<file path="src/rtl/tmr_recovery_sequencer_pkg.sv">
// Shared types and encodings for the TMR rollback recovery sequencer.
// Holds the FSM state enum, RV32 load/nop encodings and instruction field positions.
package tmr_pkg;

    typedef enum logic [2:0] {
        ST_IDLE,
        ST_DRAIN,
        ST_INJ_RD,
        ST_INJ_RS1,
        ST_INJ_RS2,
        ST_WB,
        ST_RESUME,
        ST_FATAL
    } state_t;

    localparam logic [6:0]  OPC_LOAD = 7'b0000011;
    localparam logic [2:0]  F3_LW    = 3'b010;
    localparam logic [31:0] NOP_WORD = 32'h0000_0013;

    localparam int unsigned RD_LSB  = 7;
    localparam int unsigned RS1_LSB = 15;
    localparam int unsigned RS2_LSB = 20;

    // lw rX,0(rX): reloads rX from the recovery data copy.
    function automatic logic [31:0] lw_self(input logic [4:0] r);
        return {12'h000, r, F3_LW, r, OPC_LOAD};
    endfunction

endpackage

</file>
<file path="src/rtl/rollback_inject_gen.sv">
// Builds the register-reload word for the current inject state and flags
// which inject states are redundant (x0 or a register already reloaded).
module rollback_inject_gen
    import tmr_pkg::*;
(
    input  state_t      state,
    input  logic [4:0]  rd,
    input  logic [4:0]  rs1,
    input  logic [4:0]  rs2,
    output logic [31:0] inject_word,
    output logic        skip_rd,
    output logic        skip_rs1,
    output logic        skip_rs2
);

    always_comb begin
        skip_rd  = (rd == 5'd0);
        skip_rs1 = (rs1 == 5'd0) || (rs1 == rd);
        skip_rs2 = (rs2 == 5'd0) || (rs2 == rd) || (rs2 == rs1);

        inject_word = NOP_WORD;
        case (state)
            ST_INJ_RD:  inject_word = lw_self(rd);
            ST_INJ_RS1: inject_word = lw_self(rs1);
            ST_INJ_RS2: inject_word = lw_self(rs2);
            default:    inject_word = NOP_WORD;
        endcase
    end

endmodule

</file>
<file path="src/rtl/tmr_recovery_sequencer.sv">
// Rollback recovery sequencer for the TMR cores: freeze, drain, reload the
// faulting instruction's registers, wait for writeback, resume at the rollback PC.
module tmr_recovery_sequencer
    import tmr_pkg::*;
#(
    parameter int unsigned DRAIN_CYCLES = 3,
    parameter int unsigned WB_CYCLES    = 4,
    parameter int unsigned MAX_RETRIES  = 3,
    parameter int unsigned CNT_W        = 8
) (
    input  logic             clk,
    input  logic             rst_n,
    input  logic [2:0]       voter_state,
    input  logic [31:0]      pc_voted,
    input  logic [31:0]      pc_rollback,
    input  logic [31:0]      instr_rollback,
    output logic [31:0]      fetch_word,
    output logic             core_hold,
    output logic             recovery_mode,
    output logic             recovery_mem_sel,
    output logic             data_recovery_sel,
    output logic             recovery_done,
    output logic             fatal,
    output logic [CNT_W-1:0] fault_count
);

    state_t      state;
    logic [7:0]  cnt;
    logic [7:0]  retry_cnt;
    logic        fatal_q;
    logic [31:0] cap_pc;
    logic [4:0]  cap_rd, cap_rs1, cap_rs2;
    logic [31:0] inject_word;
    logic        skip_rd, skip_rs1, skip_rs2;
    logic        fault;
    state_t      first_inj, after_rd, after_rs1;

    assign fault = (voter_state == 3'b000);

    rollback_inject_gen u_inject_gen (
        .state       (state),
        .rd          (cap_rd),
        .rs1         (cap_rs1),
        .rs2         (cap_rs2),
        .inject_word (inject_word),
        .skip_rd     (skip_rd),
        .skip_rs1    (skip_rs1),
        .skip_rs2    (skip_rs2)
    );

    // Redundant inject states are jumped over so they cost no cycles.
    always_comb begin
        after_rs1 = skip_rs2 ? ST_WB : ST_INJ_RS2;
        after_rd  = skip_rs1 ? after_rs1 : ST_INJ_RS1;
        first_inj = skip_rd ? after_rd : ST_INJ_RD;
    end

    always_ff @(posedge clk or negedge rst_n) begin
        if (!rst_n) begin
            state       <= ST_IDLE;
            cnt         <= '0;
            retry_cnt   <= '0;
            fatal_q     <= 1'b0;
            fault_count <= '0;
            cap_pc      <= '0;
            cap_rd      <= '0;
            cap_rs1     <= '0;
            cap_rs2     <= '0;
        end else begin
            case (state)
                ST_IDLE: begin
                    if (fault) begin
                        cap_pc  <= pc_rollback;
                        cap_rd  <= instr_rollback[RD_LSB  +: 5];
                        cap_rs1 <= instr_rollback[RS1_LSB +: 5];
                        cap_rs2 <= instr_rollback[RS2_LSB +: 5];
                        if (fault_count != '1)
                            fault_count <= fault_count + 1'b1;
                        cnt   <= '0;
                        state <= ST_DRAIN;
                    end else begin
                        retry_cnt <= '0;
                    end
                end
                ST_DRAIN: begin
                    if (cnt == 8'(DRAIN_CYCLES - 1)) begin
                        cnt   <= '0;
                        state <= first_inj;
                    end else begin
                        cnt <= cnt + 8'd1;
                    end
                end
                ST_INJ_RD:  state <= after_rd;
                ST_INJ_RS1: state <= after_rs1;
                ST_INJ_RS2: state <= ST_WB;
                ST_WB: begin
                    if (cnt == 8'(WB_CYCLES - 1)) begin
                        cnt   <= '0;
                        state <= ST_RESUME;
                    end else begin
                        cnt <= cnt + 8'd1;
                    end
                end
                ST_RESUME: begin
                    if (fault) begin
                        retry_cnt <= retry_cnt + 8'd1;
                        if (retry_cnt + 8'd1 == 8'(MAX_RETRIES)) begin
                            fatal_q <= 1'b1;
                            state   <= ST_FATAL;
                        end else begin
                            cap_pc  <= pc_rollback;
                            cap_rd  <= instr_rollback[RD_LSB  +: 5];
                            cap_rs1 <= instr_rollback[RS1_LSB +: 5];
                            cap_rs2 <= instr_rollback[RS2_LSB +: 5];
                            if (fault_count != '1)
                                fault_count <= fault_count + 1'b1;
                            cnt   <= '0;
                            state <= ST_DRAIN;
                        end
                    end else begin
                        state <= ST_IDLE;
                    end
                end
                ST_FATAL: state <= ST_FATAL;
                default:  state <= ST_IDLE;
            endcase
        end
    end

    always_comb begin
        fetch_word = NOP_WORD;
        case (state)
            ST_IDLE:    fetch_word = pc_voted;
            ST_INJ_RD,
            ST_INJ_RS1,
            ST_INJ_RS2: fetch_word = inject_word;
            ST_RESUME:  fetch_word = cap_pc;
            default:    fetch_word = NOP_WORD;
        endcase
    end

    assign core_hold         = (state == ST_DRAIN) || (state == ST_WB) || (state == ST_FATAL);
    assign recovery_mode     = (state != ST_IDLE);
    assign recovery_mem_sel  = recovery_mode;
    assign data_recovery_sel = (state == ST_INJ_RD) || (state == ST_INJ_RS1) ||
                               (state == ST_INJ_RS2) || (state == ST_WB);
    assign recovery_done     = (state == ST_RESUME);
    assign fatal             = fatal_q;

endmodule

</file>
<file path="config.mk">
export PLATFORM = sky130hd
export DESIGN_NAME = tmr_recovery_sequencer
export DESIGN_NICKNAME = d
export VERILOG_FILES = /design/src/rtl/tmr_recovery_sequencer_pkg.sv /design/src/rtl/rollback_inject_gen.sv /design/src/rtl/tmr_recovery_sequencer.sv
export SDC_FILE = /design/constraint.sdc
export NUM_CORES = 1
export LEC_CHECK = 0
export ABC_AREA = 1
export CORE_MARGIN = 2
export CORE_UTILIZATION = 50
export CTS_BUF_LIST = sky130_fd_sc_hd__clkbuf_4
export DETAILED_ROUTE_END_ITERATION = 12
export PLACE_DENSITY = 0.85
export SLEW_MARGIN = 25
export SYNTH_ARGS = -nofsm -noshare
export SYNTH_HDL_FRONTEND = slang
export SYNTH_SLANG_ARGS = --single-unit
</file>
<file path="constraint.sdc">
create_clock -name clk -period 5.45 [get_ports clk]
set_input_delay 1.09 -clock clk [delete_from_list [all_inputs] [get_ports clk]]
set_output_delay 1.09 -clock clk [all_outputs]
set_load 0.005 [all_outputs]
</file>
==> results.json, run 1 <==
{
  "status": "complete, no violations",
  "routabilityCongestion": 0.9278,
  "cp-end-kind": "primary output",
  "io_buffers": 129,
  "power_switching_w": 0.001016,
  "ys_types": 37,
  "clockBufferDepth": 2,
  "wl_met3_um": 823,
  "fin_skew_ns": 0.01658,
  "dp_slack_ns": 1.746,
  "chipWidth_um": 97.51,
  "firstDrtPassIters": 5,
  "critical_path_class": "reg -> out",
  "drc": 0,
  "ant_nets": 0,
  "cts_hold_buf": 0,
  "p_leak_nw": 2.739,
  "finalSetupViolations": 0,
  "combPwrFrac": 0.485,
  "synthCells": 565,
  "ys_warn_count": 0,
  "grt_pass1_vias": 4117,
  "coreArea_um2": 8593,
  "worst_slew_pin_slew_ns": 0.9306,
  "root_buffer": "clkbuf_4",
  "drt_iter0_markers": 325,
  "syn_avg_cell_area_um2": 7.738,
  "place_area_um2": 5649,
  "maxCapViolCount": 0,
  "crit_slowest_cell": "nor2_4",
  "dieArea_um2": 9507,
  "synth_seq_area_share": 0.4293,
  "p_seq_frac": 0.382,
  "numCtsBuffers": 9,
  "grt_first_pass_wirelength_um": 19290,
  "timing.critical_path.required_ns": 4.36,
  "crit_chain": "inv_2 > nor2_4 > a22o_1 > clkdlybuf4s50_1",
  "grt_util_all_layers": 0.2440,
  "die_y_um": 97.51,
  "utilization": 0.6722,
  "hold_viol_final": 0,
  "ir_drop_mv": 0.2391,
  "wl_met1_um": 4819,
  "fin_setup_tns_ns": 0,
  "cp.arrival_ns": 2.62,
  "num_rows": 34,
  "htree_levels": 3,
  "clk_pin_slew_ns": 0.12,
  "postLayoutCellArea_um2": 5777,
  "start_util": 0.5087,
  "syn_nets": 671,
  "antenna_found_initial": 0,
  "cp_max_fo": 41,
  "mostFrequentLayoutCells": "nand2_1 (157), clkdlybuf4s50_1 (128), nand3_1 (84)",
  "post_cts_buffers": 0,
  "met2WireLength_um": 5695,
  "max_freq_mhz": 269.6,
  "cts_resized": 0,
  "slew_headroom": 0.3781,
  "slowest_delay_ns": 0.74,
  "io_pins": 147,
  "hpwlAfterDp_um": 8313,
  "maxSlewViolCount": 0,
  "rrSetupSlack_ns": 2.23,
  "layout_setup_ws_ns": 1.740,
  "finalCriticalPeriod_ns": 3.710,
  "clock_latency_ns": 0.42,
  "wire_per_inst_um": 14.49,
  "p_per_area_nw_per_um2": 436.6,
  "critPathTopFamily": "simple AND/OR/NAND/NOR gates",
  "syn_area_um2": 4372,
  "p_int_w": 0.001506,
  "p_clk_frac": 0.133,
  "startpoint_type": "register",
  "synthToLayoutAreaGrowth_pct": 32.14,
  "diodes": 0,
  "cts.sinks": 75,
  "grt_max_degree": 76,
  "routed_wl_um": 11490,
  "synth.ff_latch_count": 75,
  "rsz0062_at_grt": "false",
  "swShare": 0.4028,
  "cp.buffers_inverters": 2,
  "routed_via_density": 5.369,
  "dr_total_vias": 4258,
  "worstHoldPathType": "reg -> reg",
  "drive_gt1_frac": 0.07445,
  "dr.max_layer_used": "met4",
  "finalCritPeriodShare": 0.6807,
  "cts_tree": "yes",
  "grt_overflow_total": 0,
  "nets": 788,
  "mostFrequentLayoutCell": "nand2_1"
}
-- power by group through the flow --
stage	clock [W]	combinational, W	sequential, W
global route	0.000359	0.00137	0.000990
floorplan	0	0.000725	0.000916
CTS	0.000337	0.00122	0.000961
global placement	0	0.00117	0.000961
detailed placement	0	0.00122	0.000969
finish	0.000336	0.00122	0.000963
-- registers in the layout, summed over array words and instances, names as in the netlist --
register / cells
cap_rd: 5
fatal: 1
cap_rs2: 5
cap_pc: 32
cnt: 8
state: 3
fault_count: 8
cap_rs1: 5
retry_cnt: 8
-- synth_stat cells (all sizes together) --
master / number / area share
nand2: 180 / 0.17
nand3: 87 / 0.10
dfrtp: 75 / 0.43
nor2: 50 / 0.049
inv: 46 / 0.039
a21oi: 18 / 0.021
a22o: 18 / 0.036
o21ai: 16 / 0.018
buf: 14 / 0.027
xor2: 14 / 0.030
clkbuf: 11 / 0.0094
nor3: 6 / 0.0080
o22ai: 6 / 0.0086
xnor2: 6 / 0.012
ha: 5 / 0.014
o211ai: 3 / 0.0052
o21bai: 3 / 0.0052
nand4: 2 / 0.0029
a21boi: 1 / 0.0017
a221o: 1 / 0.0023
a221oi: 1 / 0.0020
nor4: 1 / 0.0014
o21a: 1 / 0.0017
-- metrics by stage --
stage                     total power (W)  hold WS, ns  std cells
after global placement           0.002136       0.4445        779
after detailed placement         0.002187       0.4587        779
after floorplan                  0.001641       0.4422        565
after global routing             0.002716       0.5156        793
after CTS                        0.002522       0.4884        793
final                            0.002522       0.4857        793
-- final cells by class --
type | instances | area (um^2)
clock buffers | 11 | 82.58
inverters | 46 | 172.7
repair buffers | 131 | 1308
clock inverters | 3 | 41.29
well taps | 108 | 135.1
flip-flops and latches | 75 | 1877
fillers | 704 | 2816
multi-input cells | 419 | 2161
-- path summary, 6_finish.rpt --
path,end,depth (start not counted),from
min in group asynchronous,retry_cnt[5]$_DFFE_PN0P_,1,rst_n
hold reg to reg,cap_pc[0]$_DFFE_PN0P_,2,cap_pc[0]$_DFFE_PN0P_
hold / removal,cap_pc[0]$_DFFE_PN0P_,2,cap_pc[0]$_DFFE_PN0P_
max in group asynchronous,cap_pc[14]$_DFFE_PN0P_,1,rst_n
setup / recovery,fetch_word[5],4,state[2]$_DFFE_PN0P_
setup reg to reg,cap_rd[1]$_DFFE_PN0P_,6,state[2]$_DFFE_PN0P_
-- worst reg2reg max path: cells and delay by family, from the launching register on --
kind / cells / cell delay (ns)
DFF: 1 / 0.52
buffers and inverters: 1 / 0.12
AOI/OAI and AO/OA: 2 / 0.75
and+or+nand+nor: 3 / 1.69
-- cell families after synthesis --
kind of cell	count (synthesis)	synth area share
compound gates	68	0.1016
xor+xnor	20	0.04179
fa+ha+maj	5	0.01431
buf+inv	71	0.07642
flops	75	0.4293
simple gates	326	0.3366
-- per-layer routing --
layer / track usage / up-vias
met3: 0.05036 / 15
met1: 0.3182 / 2024
met5: 0 / -
met4: 0.08013 / 0
met2: 0.4074 / 147
li1: - / 2072
(Power assumes the default switching activity.)
==> run 2: changes to the inputs <==
--- a/config.mk
+++ b/config.mk
@@ -7,10 +7,10 @@
 export LEC_CHECK = 0
 export ABC_AREA = 1
 export CORE_MARGIN = 2
-export CORE_UTILIZATION = 50
+export CORE_UTILIZATION = 48
 export CTS_BUF_LIST = sky130_fd_sc_hd__clkbuf_4
 export DETAILED_ROUTE_END_ITERATION = 12
-export PLACE_DENSITY = 0.85
+export PLACE_DENSITY = 0.82
 export SLEW_MARGIN = 25
 export SYNTH_ARGS = -nofsm -noshare
 export SYNTH_HDL_FRONTEND = slang
==> constraint.sdc (replaced) <==
create_clock -name clk -period 3.6 [get_ports clk]
set_input_delay 0.72 -clock clk [delete_from_list [all_inputs] [get_ports clk]]
set_output_delay 0.72 -clock clk [all_outputs]
set_load 0.005 [all_outputs]
==> run 2 against run 1 <==
Worst hold slack got worse by 0.18 ns. Count of clock-buffer cells in the layout down 1. Highest routed layer unchanged. Sequential power is 51% higher. Critical path type unchanged.
==> results.json, run 2 (same netlist as run 1, synthesis figures left out) <==
{
  "maxSlewViolCount": 0,
  "chipWidth_um": 99.44,
  "mostFrequentLayoutCell": "nand2_1",
  "nets": 789,
  "largest_reg_flops": 32,
  "worst_slew_pin_slew_ns": 0.8015,
  "hpwlAfterDp_um": 8498,
  "hold_viol_final": 0,
  "clock_latency_ns": 0.42,
  "slew_headroom": 0.4652,
  "htree_levels": 3,
  "timing.critical_path.required_ns": 2.88,
  "max_freq_mhz": 317.3,
  "coreArea_um2": 8763,
  "io_pins": 147,
  "postLayoutCellArea_um2": 5801,
  "finalCritPeriodShare": 0.8754,
  "cp_max_fo": 7,
  "dieArea_um2": 9887,
  "top_register": "cap_pc",
  "ir_drop_mv": 0.3310,
  "wire_per_inst_um": 14.45,
  "drc": 0,
  "root_buffer": "clkbuf_4",
  "status": "complete, no violations",
  "fin_setup_tns_ns": 0,
  "cp-end-kind": "primary output",
  "ant_nets": 0,
  "cts_resized": 0,
  "synthToLayoutAreaGrowth_pct": 32.68,
  "clockBufferDepth": 2,
  "grt_overflow_total": 0,
  "die_y_um": 99.44,
  "finalCriticalPeriod_ns": 3.151,
  "post_cts_buffers": 0,
  "p_per_area_nw_per_um2": 659.5,
  "startpoint_type": "register",
  "grt_pass1_vias": 4295,
  "p_leak_nw": 2.755,
  "clk_pin_slew_ns": 0.13,
  "worstHoldPathType": "in -> async",
  "dr_total_vias": 4184,
  "firstDrtPassIters": 5,
  "cts.sinks": 75,
  "diodes": 0,
  "cts_hold_buf": 0,
  "routed_via_density": 5.256,
  "num_rows": 34,
  "cp.arrival_ns": 2.43,
  "crit_slowest_cell": "nor3_1",
  "fin_skew_ns": 0.01620,
  "place_area_um2": 5657,
  "routed_wl_um": 11510,
  "grt_max_degree": 76,
  "drive_gt1_frac": 0.07994,
  "rsz0062_at_grt": "false",
  "start_util": 0.4989,
  "ff2ff_path_depth": 8,
  "numCtsBuffers": 9,
  "finalSetupViolations": 0,
  "maxCapViolCount": 0,
  "drt_iter0_markers": 205,
  "slowest_delay_ns": 0.59,
  "grt_util_all_layers": 0.2476,
  "grt_first_pass_wirelength_um": 19800,
  "cts_tree": "yes",
  "critical_path_class": "reg -> out",
  "routabilityCongestion": 0.9229,
  "crit_chain": "nor3_1 > a221oi_1 > nand3_1 > clkdlybuf4s50_1",
  "antenna_found_initial": 0,
  "mostFrequentLayoutCells": "nand2_1 (157), clkdlybuf4s50_1 (128), nand3_1 (84)",
  "io_buffers": 129
}
[run 2: cell types whose count changed in the layout (fill, tap and decap cells not counted), sizes merged]
cell	before	now
buf	3	4
inv	46	47
clkbuf	11	10
clkinv	1	3
[run 2: cell type report]
type | count | area (um^2)
fillers | 739 | 2963
clock buffers | 10 | 75.07
inverters | 46 | 172.7
well taps | 108 | 135.1
flip-flops and latches | 75 | 1877
multi-input cells | 419 | 2161
clock inverters | 6 | 65.06
repair buffers | 132 | 1315
[run 2: power breakdown]
| part | internal [W] | switching [W] | leakage, nW |
|---|---|---|---|
| registers | 0.00115 | 0.000297 | 0.939 |
| logic | 0.000910 | 0.000936 | 1.74 |
| clock network | 0.000221 | 0.000309 | 0.0768 |
| total | 0.00228 | 0.00154 | 2.76 |
[run 2: worst paths after layout]
check | start | end | slack [ns]
min reg2reg | cap_pc[28]$_DFFE_PN0P_ | cap_pc[28]$_DFFE_PN0P_ | 0.49
min in group clk | cap_pc[28]$_DFFE_PN0P_ | cap_pc[28]$_DFFE_PN0P_ | 0.49
max in group asynchronous | rst_n | cap_rd[1]$_DFFE_PN0P_ | 2.83
min | rst_n | cap_pc[29]$_DFFE_PN0P_ | 0.31
max reg2reg | state[2]$_DFFE_PN0P_ | fault_count[3]$_DFFE_PN0P_ | 1.10
max | state[2]$_DFFE_PN0P_ | fetch_word[15] | 0.45
[run 2: per-stage QoR]
| stage | cells | hold WS, ns | total power, W | util | setup WS, ns |
|---|---|---|---|---|---|
| 2_1_floorplan | 565 | 0.4244 | 0.002484 | - | 1.469 |
| 3_3_place_gp | 780 | 0.4462 | 0.003243 | 0.6455 | 0.7767 |
| 4_1_cts | 796 | 0.4605 | 0.003848 | 0.6615 | 0.4465 |
| 6_report | 796 | 0.3071 | 0.003826 | 0.6619 | 0.4485 |
| 5_1_grt | 796 | 0.3512 | 0.004161 | 0.6619 | 0.2617 |
| 3_5_place_dp | 780 | 0.4657 | 0.003311 | 0.6455 | 0.6951 |
[run 2: critical path: cells and delay by family, from the launching register on]
kind / cells / cell delay, ns
and+or+nand+nor: 2 / 0.74
buffers and inverters: 1 / 0.52
DFF: 1 / 0.49
AOI/OAI and AO/OA: 1 / 0.26
[run 2: metal layers]
| metal | track usage | share of wire | vias to the layer above | wire (um) |
|---|---|---|---|---|
| met5 | 0 | 0 | - | 0 |
| met4 | 0.08535 | 0.021 | 0 | 238 |
| met3 | 0.05833 | 0.067 | 21 | 766 |
| met1 | 0.3159 | 0.43 | 1962 | 4942 |
| met2 | 0.4148 | 0.48 | 117 | 5557 |
| li1 | - | - | 2084 | - |
